<file path="src/rtl/cmd_encod_sched_if.sv">
// Handshake bundle between the command-encoder scheduler and its requesters,
// the shared encoder mux and the error/status consumers.
interface cmd_encod_sched_if;
  logic       en;
  logic [3:0] req;
  logic       enc_done;
  logic       err_clr;
  logic [3:0] start_out;
  logic [3:0] ack;
  logic       busy;
  logic [1:0] chn;
  logic       timeout_err;
  logic [1:0] err_chn;

  // Requester / environment side
  modport master (
    output en, req, enc_done, err_clr,
    input  start_out, ack, busy, chn, timeout_err, err_chn
  );

  // Scheduler side
  modport slave (
    input  en, req, enc_done, err_clr,
    output start_out, ack, busy, chn, timeout_err, err_chn
  );
endinterface

</file>
<file path="src/rtl/cmd_encod_sched.sv">
// Round-robin scheduler granting one of four command sequence encoders at a
// time, with a watchdog that aborts a sequence whose done never arrives.
module cmd_encod_sched #(
  parameter int TO_BITS = 12
) (
  input logic              clk,
  input logic              rst_n,
  cmd_encod_sched_if.slave bus
);

  localparam logic [1:0] ST_IDLE = 2'd0;
  localparam logic [1:0] ST_RUN  = 2'd1;
  localparam logic [1:0] ST_GAP  = 2'd2;

  logic [1:0]         state;
  logic [1:0]         last;
  logic [TO_BITS-1:0] wd;
  logic [TO_BITS-1:0] wd_next;
  logic [3:0]         start_q;
  logic [3:0]         ack_q;
  logic               busy_q;
  logic [1:0]         chn_q;
  logic               timeout_err_q;
  logic [1:0]         err_chn_q;
  logic [1:0]         winner;
  logic [1:0]         cand;
  logic               have_winner;

  // Search starts just after the last granted channel so every requester is
  // served within four grants.
  always_comb begin
    winner      = last;
    cand        = '0;
    have_winner = 1'b0;
    for (int i = 1; i <= 4; i++) begin
      cand = last + 2'(i);
      if (!have_winner && bus.req[cand]) begin
        winner      = cand;
        have_winner = 1'b1;
      end
    end
  end

  assign wd_next = wd + TO_BITS'(1);

  always_ff @(posedge clk or negedge rst_n) begin
    if (!rst_n) begin
      state         <= ST_IDLE;
      last          <= 2'd3;
      wd            <= '0;
      start_q       <= '0;
      ack_q         <= '0;
      busy_q        <= 1'b0;
      chn_q         <= '0;
      timeout_err_q <= 1'b0;
      err_chn_q     <= '0;
    end else begin
      start_q <= '0;
      ack_q   <= '0;
      // Clear comes first so a timeout in the same cycle overrides it.
      if (bus.err_clr) begin
        timeout_err_q <= 1'b0;
      end
      case (state)
        ST_IDLE: begin
          if (bus.en && have_winner) begin
            chn_q   <= winner;
            last    <= winner;
            start_q <= 4'b0001 << winner;
            wd      <= '0;
            busy_q  <= 1'b1;
            state   <= ST_RUN;
          end
        end
        ST_RUN: begin
          if (bus.enc_done) begin
            ack_q <= 4'b0001 << chn_q;
            state <= ST_GAP;
          end else if (&wd_next) begin
            timeout_err_q <= 1'b1;
            err_chn_q     <= chn_q;
            state         <= ST_GAP;
          end else begin
            wd <= wd_next;
          end
        end
        ST_GAP: begin
          busy_q <= 1'b0;
          state  <= ST_IDLE;
        end
        default: begin
          busy_q <= 1'b0;
          state  <= ST_IDLE;
        end
      endcase
    end
  end

  assign bus.start_out   = start_q;
  assign bus.ack         = ack_q;
  assign bus.busy        = busy_q;
  assign bus.chn         = chn_q;
  assign bus.timeout_err = timeout_err_q;
  assign bus.err_chn     = err_chn_q;

endmodule

</file>
<file path="src/flat_wrapper.sv">
// flat-port wrapper written by rule: the top's interface ports become plain ports
module cmd_encod_sched_flat 
#(
  parameter int TO_BITS = 12
)
  (clk, rst_n, bus_en, bus_req, bus_enc_done, bus_err_clr, bus_start_out, bus_ack, bus_busy, bus_chn, bus_timeout_err, bus_err_chn);
  cmd_encod_sched_if bus_i ();
  input logic clk;
  input logic rst_n;
  input wire logic [$bits(bus_i.en)-1:0] bus_en;
  input wire logic [$bits(bus_i.req)-1:0] bus_req;
  input wire logic [$bits(bus_i.enc_done)-1:0] bus_enc_done;
  input wire logic [$bits(bus_i.err_clr)-1:0] bus_err_clr;
  output wire logic [$bits(bus_i.start_out)-1:0] bus_start_out;
  output wire logic [$bits(bus_i.ack)-1:0] bus_ack;
  output wire logic [$bits(bus_i.busy)-1:0] bus_busy;
  output wire logic [$bits(bus_i.chn)-1:0] bus_chn;
  output wire logic [$bits(bus_i.timeout_err)-1:0] bus_timeout_err;
  output wire logic [$bits(bus_i.err_chn)-1:0] bus_err_chn;
  assign bus_i.en = bus_en;
  assign bus_i.req = bus_req;
  assign bus_i.enc_done = bus_enc_done;
  assign bus_i.err_clr = bus_err_clr;
  assign bus_start_out = bus_i.start_out;
  assign bus_ack = bus_i.ack;
  assign bus_busy = bus_i.busy;
  assign bus_chn = bus_i.chn;
  assign bus_timeout_err = bus_i.timeout_err;
  assign bus_err_chn = bus_i.err_chn;
  cmd_encod_sched #(.TO_BITS(TO_BITS)) u_core (.clk(clk), .rst_n(rst_n), .bus(bus_i));
endmodule
</file>
<file path="config.mk">
export PLATFORM = sky130hd
export DESIGN_NAME = cmd_encod_sched_flat
export DESIGN_NICKNAME = d
export VERILOG_FILES = /design/src/rtl/cmd_encod_sched_if.sv /design/src/rtl/cmd_encod_sched.sv /design/src/flat_wrapper.sv
export SDC_FILE = /design/constraint.sdc
export NUM_CORES = 1
export LEC_CHECK = 0
export BUFFER_PORTS_ARGS = -buffer_cell sky130_fd_sc_hd__buf_2
export CAP_MARGIN = 20
export CELL_PAD_IN_SITES_DETAIL_PLACEMENT = 0
export CELL_PAD_IN_SITES_GLOBAL_PLACEMENT = 1
export CORE_ASPECT_RATIO = 1.2
export CORE_MARGIN = 3
export CORE_UTILIZATION = 43
export DETAILED_ROUTE_END_ITERATION = 7
export PLACE_DENSITY_LB_ADDON = 0.1
export SETUP_SLACK_MARGIN = 0.4
export SLEW_MARGIN = 20
export SYNTH_ARGS = -nofsm -noshare
export SYNTH_HDL_FRONTEND = slang
export SYNTH_SLANG_ARGS = --single-unit
</file>
<file path="constraint.sdc">
create_clock -name clk -period 3 [get_ports clk]
set_input_delay 0.3 -clock clk [delete_from_list [all_inputs] [get_ports clk]]
set_output_delay 0.3 -clock clk [all_outputs]
set_load 0.03 [all_outputs]
</file>
[Word-level counts from Yosys, hierarchy flattened]
Cells that the tools add are included.
Storage, ports and cells
  register bits: 30
  input port bits: 9
  logic and storage cells: 75
Cells by class
  add/subtract/negate cells: 4
  order comparisons: 4
  equality and inequality tests: 5
  shift operators: 2
  mux-type cells: 34
  bitwise logic cells: 2
  reductions and logical operators: 15
Operators by type and width (count)
  two-way mux 12 bit: 3
  case mux 12 bit (2 select lines): 1
  two-way mux 4 bit: 4
  two-way mux 2 bit: 7
  AND reduction 14 bit: 1
  two-way mux 1 bit: 13
  adder 12 x 1 -> 12 bit (second input constant): 1
  < comparator 2 x 3 -> 1 bit (second input constant): 4
  AND reduction 12 bit: 1
  binary-select mux 1 bit (select 2 bit): 4
  left shift 1 x 2 -> 4 bit (first input constant): 2
  AND reduction 2 bit: 3
  adder 2 bit (second input constant): 2
  logical AND 1 bit: 4
  inequality test 2 bit (second input constant): 2
  case mux 2 bit (2 select lines): 1
  AND reduction 4 bit: 1
  zero test 1 bit: 3
  inequality test 3 x 2 -> 1 bit (second input constant): 1
  adder 2 x 1 -> 2 bit (second input constant): 1
  equality test 2 x 1 -> 1 bit (second input constant): 1
  zero test 2 bit: 1
  inequality test 2 x 1 -> 1 bit (second input constant): 1
  inverter 1 bit: 2
  other kinds (2): 2

[Longest topological paths before layout]
Gate-level depths: netlist (run 1).
  depth in word-level cells: 16
  gate-level depth with buffers: 8
  gate-level depth less buffers: 7

[Worst setup path after synthesis (run 1)]
No wires, ideal clock.
  kind: reg2reg
  from: register u_core.wd[0]
  to: register u_core.err_chn_q[1], in the netlist u_core.bus.err_chn[1]
  library setup time: 0.125 ns
  data arrival time: 2.196 ns
  data required time: 2.875 ns
  setup slack: 0.679 ns
  cell stages (with the launch flop): 9
  path buffers: 1
  clock period less this slack: 2.321 ns
  path through: dfrtp_1 ha_1 nand3_1 or3_4 a2111oi_4 and4_1 buf_6 nand2b_4 mux2_4
On the way
  word-level cells in the longest chain between the ends: 2
RTL lines
  from (decl): RTL line cmd_encod_sched.sv:17  | logic [TO_BITS-1:0] wd;
  from (signal assigned): RTL line cmd_encod_sched.sv:84  | wd <= wd_next;
  adder 12 x 1 -> 12 bit: RTL line cmd_encod_sched.sv:44  | assign wd_next = wd + TO_BITS'(1);
  AND reduction 14 bit (no source line)
  to (signal assigned): RTL line cmd_encod_sched.sv:81  | err_chn_q <= chn_q;
  to (decl): RTL line cmd_encod_sched.sv:24  | logic [1:0] err_chn_q;
Every way passes these cells.
A chain may end at the register's enable or synchronous reset.

[Worst setup path in the final report (run 1)]
  from: register u_core.wd[1]
  to: register u_core.err_chn_q[1], in the netlist u_core.bus.err_chn[1]
Same word-level chain as after synthesis.

==> out/results.txt, run 1 <==
Buffers inserted during clock tree synthesis total 5. Across the VDD grid, the largest voltage drop is 0.0004191 V. The count of buffers from port buffering was 22; the maximum number of pins on one net before global-route repair was 31. The count of final setup violators was 0; the slew at the pin closest to its max-slew limit was 0.6506 ns.

After routing, the total negative slack on setup checks comes to 0 ns. The initial standard-cell utilization of the core is 0.4626. The tools report the number of DRC violations after detailed-routing iteration 0 as 34. The longest clock path from root to sink contains 2 buffers.

Layout cell share with drive strength beyond 1: 0.2205. For the H-tree depth, the log shows 2. In this run the worst setup path begins at u_core.wd[1]. The flow ran to the end, and the final reports show no timing, DRC or antenna violations. By area the synthesized netlist is led by sky130_fd_sc_hd__dfrtp_1 44%, sky130_fd_sc_hd__o21ai_0 6.6%, sky130_fd_sc_hd__nand2_1 5.0%. The run gives 1584 sq um as the synthesized cell area.

The total area inside the core boundary comes to 3425 sq um. The ratio of final minimum period to clock period was 0.8233. In this run the remaining antenna-violating nets after routing total 0. Number of nets produced by synthesis: 182. Shortest period the worst path allows: 2.470 ns.

The total overflow left after global routing is 0. The overall fraction of global-route tracks in use is 0.1847, and the maximum clock rate is 404.9 MHz. The run gives 0 as the count of pins over their slew limit. By count the netlist is led by 28 x sky130_fd_sc_hd__dfrtp_1, 21 x sky130_fd_sc_hd__nand2_1, 21 x sky130_fd_sc_hd__o21ai_0, 14 x sky130_fd_sc_hd__nor2_1. The endpoint identified for the worst register-to-register timing path is u_core.bus.err_chn[1]. The clock sink total is 30. Using the TritonRoute via totals, the vias-per-cell ratio works out to 5.629. The share of synthesized flip-flops with an asynchronous set or reset is 1.000. The run gives 0.29 ns as the clock latency on the worst-skew pair. The signal on the critical path passes through ha_2 -> nand3_1 -> or3_4 -> a2111oi_4 -> and4_4 -> nand2b_4 -> mux2_4.

The routed layout has 1306 vias. Routability-driven placement finished with a final weighted congestion of 0.8446. Yosys instantiated no cell more often than sky130_fd_sc_hd__dfrtp_1. The run gives 0 as the number of buffers added to fix hold violations after cts. Among all stages on the critical path, the largest delay is contributed by sky130_fd_sc_hd__dfrtp_1. The iteration count of the initial detailed-routing pass is 4. The leakage component of the power was 0.0008484 uW. The path category of the worst min-delay check was input pin to async pin. For this block, the routed nets add up to 3539 microns of wire. The worst setup path is captured at a flip-flop. Synthesis produced a netlist whose cell count is 170.

STA classifies the critical path startpoint as a flip-flop. The area of the die came out at 4451 sq um. The depth of the worst register-to-register path was 7; the sequential-to-total area share from yosys stat was 0.4755.

During I/O placement, the number of pins put on the boundary was 23. In the routed design, unresolved DRC markers number 0. The synthesized netlist contains 38 unique library cells. The cell taking the most area after synthesis is sky130_fd_sc_hd__dfrtp_1. Hold is met by 0.03437 ns. Number of global-route vias before repair: 1327. Counting flops with a built-in enable in the synthesized netlist gives 0.

The horizontal die dimension works out to 61.41 microns. At the end of the flow, the number of nets in the layout was 206. The startpoint of the lowest-slack register-to-register path was u_core.wd[1].

Across the run, the number of max-cap violations was 0. The clock slew at the register clock pins of the worst setup and hold paths is 0.07 ns. The critical path capture point is u_core.bus.err_chn[1]. For this design the ratio of total power to cell area is 692.7 nW/um^2. After floorplanning, the core was divided into 23 placement rows. Of all nets on the critical path, the largest fanout is 9.

In this run the vertical extent of the chip is 72.49 microns. TritonCTS built the clock tree. The tree is rooted in a sky130_fd_sc_hd__clkbuf_8. The HPWL after detailed placement is 2587 microns. The tools report the setup clock skew after layout as 0.005506 ns. Averaged over all synthesized cells, the footprint is 9.318 sq um.

The reg-to-reg setup timing slack is 0.53 ns, and the post-synthesis sequential element count is 30. The repair_antennas step left the layout with diodes totalling 0. For the count of endpoints failing hold in the final timing report, the log shows 0. The most frequently used flop master after synthesis was sky130_fd_sc_hd__dfrtp_1. The first global-routing pass estimated 6044 microns of wire. For this run, the slowest stage of the critical path takes 0.48 ns. The area fraction of the dominant cell type after synthesis is 0.4423, and the area overhead of the layout relative to synthesis is 16.51%. Setup repair after global routing left no endpoint under its margin.

The run gives 1710 sq um as the cell area after placement. The run gives 0.5663 as the worst slew slack as a fraction of its limit. After detailed routing, the average wire length per cell comes to 15.25 microns. Initial antenna violation count: 0. During synthesis, Yosys emitted a total of 0 warnings. With fillers left out, the area of the finished cells amounts to 1846 sq um. At the worst endpoint, the arrival time is 2.64 ns. Data on the critical path is required at its endpoint by 3.17 ns.

Category of the most critical setup path: flip-flop to flip-flop.
-- per-stage QoR --
| stage | power, uW | worst slack, ns | cells | utilization |
|---|---|---|---|---|
| 2_1_floorplan | 767.1 | 0.6785 | 170 | - |
| 3_3_place_gp | 863.8 | 0.4917 | 223 | 0.4995 |
| 3_5_place_dp | 871.8 | 0.4007 | 223 | 0.4995 |
| 4_1_cts | 1289 | 0.4341 | 231 | 0.5331 |
| 5_1_grt | 1356 | 0.4054 | 232 | 0.5389 |
| 6_report | 1278 | 0.5301 | 232 | 0.5389 |
-- layout by cell type (no fill, tap or decap), drive strengths merged, types with 2 or more instances in the layout --
master,instances
o21ai,21
or3,3
buf,24
clkbuf,5
mux2i,2
a31oi,3
nor2,14
o22ai,2
o31ai,7
dfstp,2
nand4,4
nor3,5
inv,8
nand3,6
clkinvlp,2
a21oi,8
o41ai,2
dfrtp,28
nand2b,6
nor2b,4
nand2,21
ha,3
xor2,2
-- critical path: cells and delay by family (launching register included) --
family	cells	cell delay, ns
AOI/OAI and AO/OA	1	0.38
and+or+nand+nor	4	0.91
DFF	1	0.48
adders and majority gates	1	0.29
muxes	1	0.29
-- flip-flops by register name, summed over array words and instances (netlist names) --
signal / cells
u_core.bus.ack: 4
u_core.bus.busy: 1
u_core.bus.chn: 2
u_core.bus.err_chn: 2
u_core.bus.start_out: 4
u_core.bus.timeout_err: 1
u_core.last: 2
u_core.state: 2
u_core.wd: 12
-- final cells by class --
class / count / area (sq um)
timing repair buffer: 24 / 125.1
clock inverter: 3 / 45.04
tap: 37 / 46.29
inverter: 8 / 30.03
clock buffer: 5 / 68.82
fill: 337 / 1579
sequential: 30 / 754.5
multi-input combinational: 125 / 775.7
-- power by group --
| group | switching [uW] | internal, uW | total [uW] | leakage [uW] |
|---|---|---|---|---|
| logic | 212 | 106 | 318 | 0.000402 |
| clock network | 167 | 247 | 414 | 0.0000504 |
| registers | 68.1 | 478 | 546 | 0.000396 |
-- logic make-up after synthesis --
family          synth area share
simple gates              0.2307
compound gates            0.1888
flops                     0.4755
buf+inv                  0.04265
xor+xnor                 0.01659
mux                      0.02211
fa+ha+maj                0.02370
-- routing by layer --
metal  routed length (microns)  share of wire  vias up  track usage
li1                          -              -      650            -
met1                      1507           0.43      627       0.2156
met2                      1851           0.52       22       0.3129
met3                       114          0.032        7      0.05516
met4                        66          0.019        0      0.06840
met5                         0              0        -            0
-- timing repair --
| item | in CTS | in global routing |
|---|---|---|
| setup endpoints to repair | 1 | 12 |
| pin swaps | 0 | 1 |
| buffers inserted | 0 | 1 |
| resized for setup | 1 | 5 |
-- how the worst min path moves through the flow --
| stage | cells after the start | end | from |
|---|---|---|---|
| finish | 1 | u_core.wd[4] | rst_n |
| global route | 1 | u_core.wd[2] | rst_n |
| CTS | 1 | u_core.wd[4] | rst_n |
| detailed placement | 1 | u_core.wd[4] | rst_n |
| global placement | 1 | u_core.wd[4] | rst_n |
| floorplan | 0 | u_core.bus.ack[0] | rst_n |
Note: power is estimated with default switching activity, not from simulation.
==> inputs of run 2 (changes only) <==
==> constraint.sdc (replaced) <==
create_clock -name clk -period 2.3 [get_ports clk]
set_input_delay 0.23 -clock clk [delete_from_list [all_inputs] [get_ports clk]]
set_output_delay 0.23 -clock clk [all_outputs]
set_load 0.03 [all_outputs]
==> out/results.txt, run 2 (synthesized netlist as in run 1, its figures left out) <==
The flow ran to the end, and the final reports show no timing, DRC or antenna violations. The worst-case clock buffer depth is 2 (unchanged). The slew at the pin closest to its max-slew limit is 0.6778 ns (was 0.6506 ns). The run gives 0.7971 (was 0.8446) as the global placement routability congestion.

The logs give 2 (unchanged) for the H-tree depth and 31 (unchanged) for the maximum number of pins on one net before global-route repair. Maximum clock rate: 478.4 MHz (was 404.9 MHz). Commonest non-fill, non-tap cells in the layout: 23 x sky130_fd_sc_hd__dfrtp_1, 22 x sky130_fd_sc_hd__buf_2, 20 x sky130_fd_sc_hd__nand2_1 (was 27 x sky130_fd_sc_hd__dfrtp_1, 22 x sky130_fd_sc_hd__buf_2, 21 x sky130_fd_sc_hd__o21ai_0). Core area: 3425 sq um (unchanged). The tools report the CTS root buffer as sky130_fd_sc_hd__clkbuf_8 (unchanged).

The count of pins over their slew limit is 0 (unchanged). The tools report the final net count as 224 (was 206). Setup repair after global routing could not meet its margin everywhere. The commonest non-fill, non-tap cell in the layout is sky130_fd_sc_hd__dfrtp_1 (unchanged). The tools report the number of DRC violations after detailed-routing iteration 0 as 95 (was 34).

The tools report the setup clock skew after layout as 0.01377 ns (was 0.005506 ns). The logs give 759.5 sq um (was 754.5 sq um) for the sequential standard cell area and 954.7 sq um (was 775.7 sq um) for the area of combinational cells with multiple inputs. The shortest period the worst path allows is 2.090 ns (was 2.470 ns), and the chip height is 72.49 microns (unchanged). The total power per unit cell area works out to 810.9 nW/um^2 (was 692.7 nW/um^2). The peak fanout along the critical path was 6 (was 9). The tools report the reg-to-reg critical path endpoint as u_core.bus.err_chn[1] (unchanged). Reg-to-reg setup timing slack: 0.21 ns (was 0.53 ns). The worst hold path terminates at u_core.bus.timeout_err.

For the required time reported for the critical path endpoint, the log shows 2.48 ns (was 3.17 ns). The tools report the startpoint of the worst hold path as bus_err_clr. The register containing the most flip-flops in the final layout was u_core.wd (unchanged).

Layout cell share with drive strength beyond 1: 0.3897 (was 0.2205). Total negative slack: 0 ns (unchanged). The final setup slack of the worst path is 0.2095 ns (was 0.5301 ns).

Path category of the worst min-delay check: input pin to flip-flop (was input pin to async pin). Fill cell total of the finished layout: 298 (was 337). The clock slew at the register clock pins of the worst setup and hold paths is 0.07 ns (about the same), and the global-route wire length before repair is 6430 microns (was 6044 microns).

The count of buffers from port buffering is 22 (unchanged), and the detail-routed net length per standard cell is 15.83 microns (was 15.25 microns). The run gives 2638 microns (was 2587 microns) as the sum of net half-perimeters after detailed placement. For the count of final setup violators, the log shows 0 (unchanged).

Kind of start point of the critical path: a flip-flop (unchanged). Peak supply drop: 0.0005494 V (was 0.0004191 V). TritonCTS built the clock tree. The minimum hold slack came out at 0.1167 ns (was 0.03437 ns). The number of top-level pins is 23 (unchanged), and the arrival time of the worst setup path is 2.27 ns (was 2.64 ns).

The depth of the worst register-to-register path was 6 (was 7); the total congestion overflow after global routing was 0 (unchanged). Startpoint of the lowest-slack register-to-register path: u_core.wd[4] (was u_core.wd[1]). The run gives 23 (unchanged) as the row count.

Number of global-route vias before repair: 1374 (was 1327). The category of the most critical setup path is flip-flop to flip-flop (unchanged). The final design area excluding fillers is 2181 sq um (was 1846 sq um), and the count of endpoints failing hold in the final timing report is 0 (unchanged). The area overhead of the layout relative to synthesis was 37.68% (was 16.51%); the antenna diode count was 0 (unchanged). The via count was 1428 (was 1306); the horizontal die dimension was 61.41 microns (unchanged). The worst setup slack after placement is 0.1166 ns (was 0.4007 ns), and the cell area after placement is 1800 sq um (was 1710 sq um). The tools report the number of nets with antenna violations after routing as 0 (unchanged). Number of max-capacitance violations reported: 0 (unchanged). The number of buffers added by the clock tree synthesis step was 5 (unchanged); the number of flip-flops in the largest register was 12 (unchanged).

The ratio of final minimum period to clock period is 0.9089 (was 0.8233). For the overall fraction of global-route tracks in use, the log shows 0.1939 (was 0.1847). The run gives 4451 sq um (unchanged) as the area of the die. Aggregate routed wire length: 3958 microns (was 3539 microns). The count of unresolved DRC violations after routing was 0 (unchanged); the iteration count of the initial detailed-routing pass was 5 (was 4). The endpoint class of the critical path was a flip-flop (unchanged).

The via density per instance is 5.712 (was 5.629), and the depth of the worst hold-timing path is 2. The leakage component of the power was 0.0009773 uW (was 0.0008484 uW); the initial antenna violation count was 0 (unchanged). For the clock sink total, the log shows 30 (unchanged). The initial standard-cell utilization of the core came out at 0.4626 (unchanged). The worst slew slack as a fraction of its limit was 0.5482 (was 0.5663). Clock latency on the worst-skew pair: 0.28 ns (was 0.29 ns).
-- run 2: final cells by class --
class	count	share of cell area
Clock inverter	1	0.01377
Multi-Input combinational cell	126	0.4378
Inverter	8	0.01377
Timing Repair Buffer	41	0.1256
Clock buffer	7	0.03959
Tap cell	37	0.02123
Sequential cell	30	0.3483
-- run 2: power breakdown --
| part | total [uW] | switching [uW] | internal (uW) |
|---|---|---|---|
| sequential | 702 | 77.0 | 625 |
| clock | 545 | 192 | 353 |
| combinational | 521 | 336 | 186 |
-- run 2: worst max-delay path by stage --
stage	end	slack [ns]	from	cells after the start
CTS	u_core.bus.err_chn[1]	0.23	u_core.wd[0]	7
finish	u_core.bus.err_chn[1]	0.21	u_core.wd[4]	6
detailed placement	u_core.bus.err_chn[1]	0.12	u_core.wd[4]	6
global placement	u_core.bus.err_chn[1]	0.19	u_core.wd[7]	6
floorplan	u_core.bus.err_chn[1]	0.18	u_core.wd[1]	8
global route	u_core.bus.err_chn[0]	0.09	u_core.wd[0]	8
-- run 2: what timing repair did --
item / 4_1_cts / 5_1_grt
hold buffers: 1 / 0
setup buffers: 6 / 2
pin swaps: 8 / 5
setup endpoints to repair: 16 / 17
gates resized for setup: 16 / 31
endpoints found under the hold margin: 9 / 0
gates cloned: 1 / 0
-- run 2: layer usage --
metal / up-vias / wire (microns) / global-route usage
met3: 2 / 147 / 0.04448
li1: 693 / - / -
met4: 0 / 20 / 0.06368
met2: 25 / 2075 / 0.3224
met5: - / 0 / 0
met1: 708 / 1716 / 0.2452
-- run 2: worst max-delay path: stages, from the launching register on --
cell and delay (ns):
sky130_fd_sc_hd__dfrtp_2 0.46, sky130_fd_sc_hd__nand4_4 0.13, sky130_fd_sc_hd__or3_4 0.41, sky130_fd_sc_hd__a2111oi_4 0.31
sky130_fd_sc_hd__and4_4 0.31, sky130_fd_sc_hd__nand2b_4 0.07, sky130_fd_sc_hd__mux2_4 0.29
-- run 2: per-stage QoR --
step / total power, uW / std cells / util
after floorplan: 1011 / 170 / -
after global placement: 1162 / 232 / 0.5258
after detailed placement: 1174 / 232 / 0.5258
after CTS: 1746 / 248 / 0.5944
after global routing: 1880 / 250 / 0.6368
final: 1768 / 250 / 0.6368
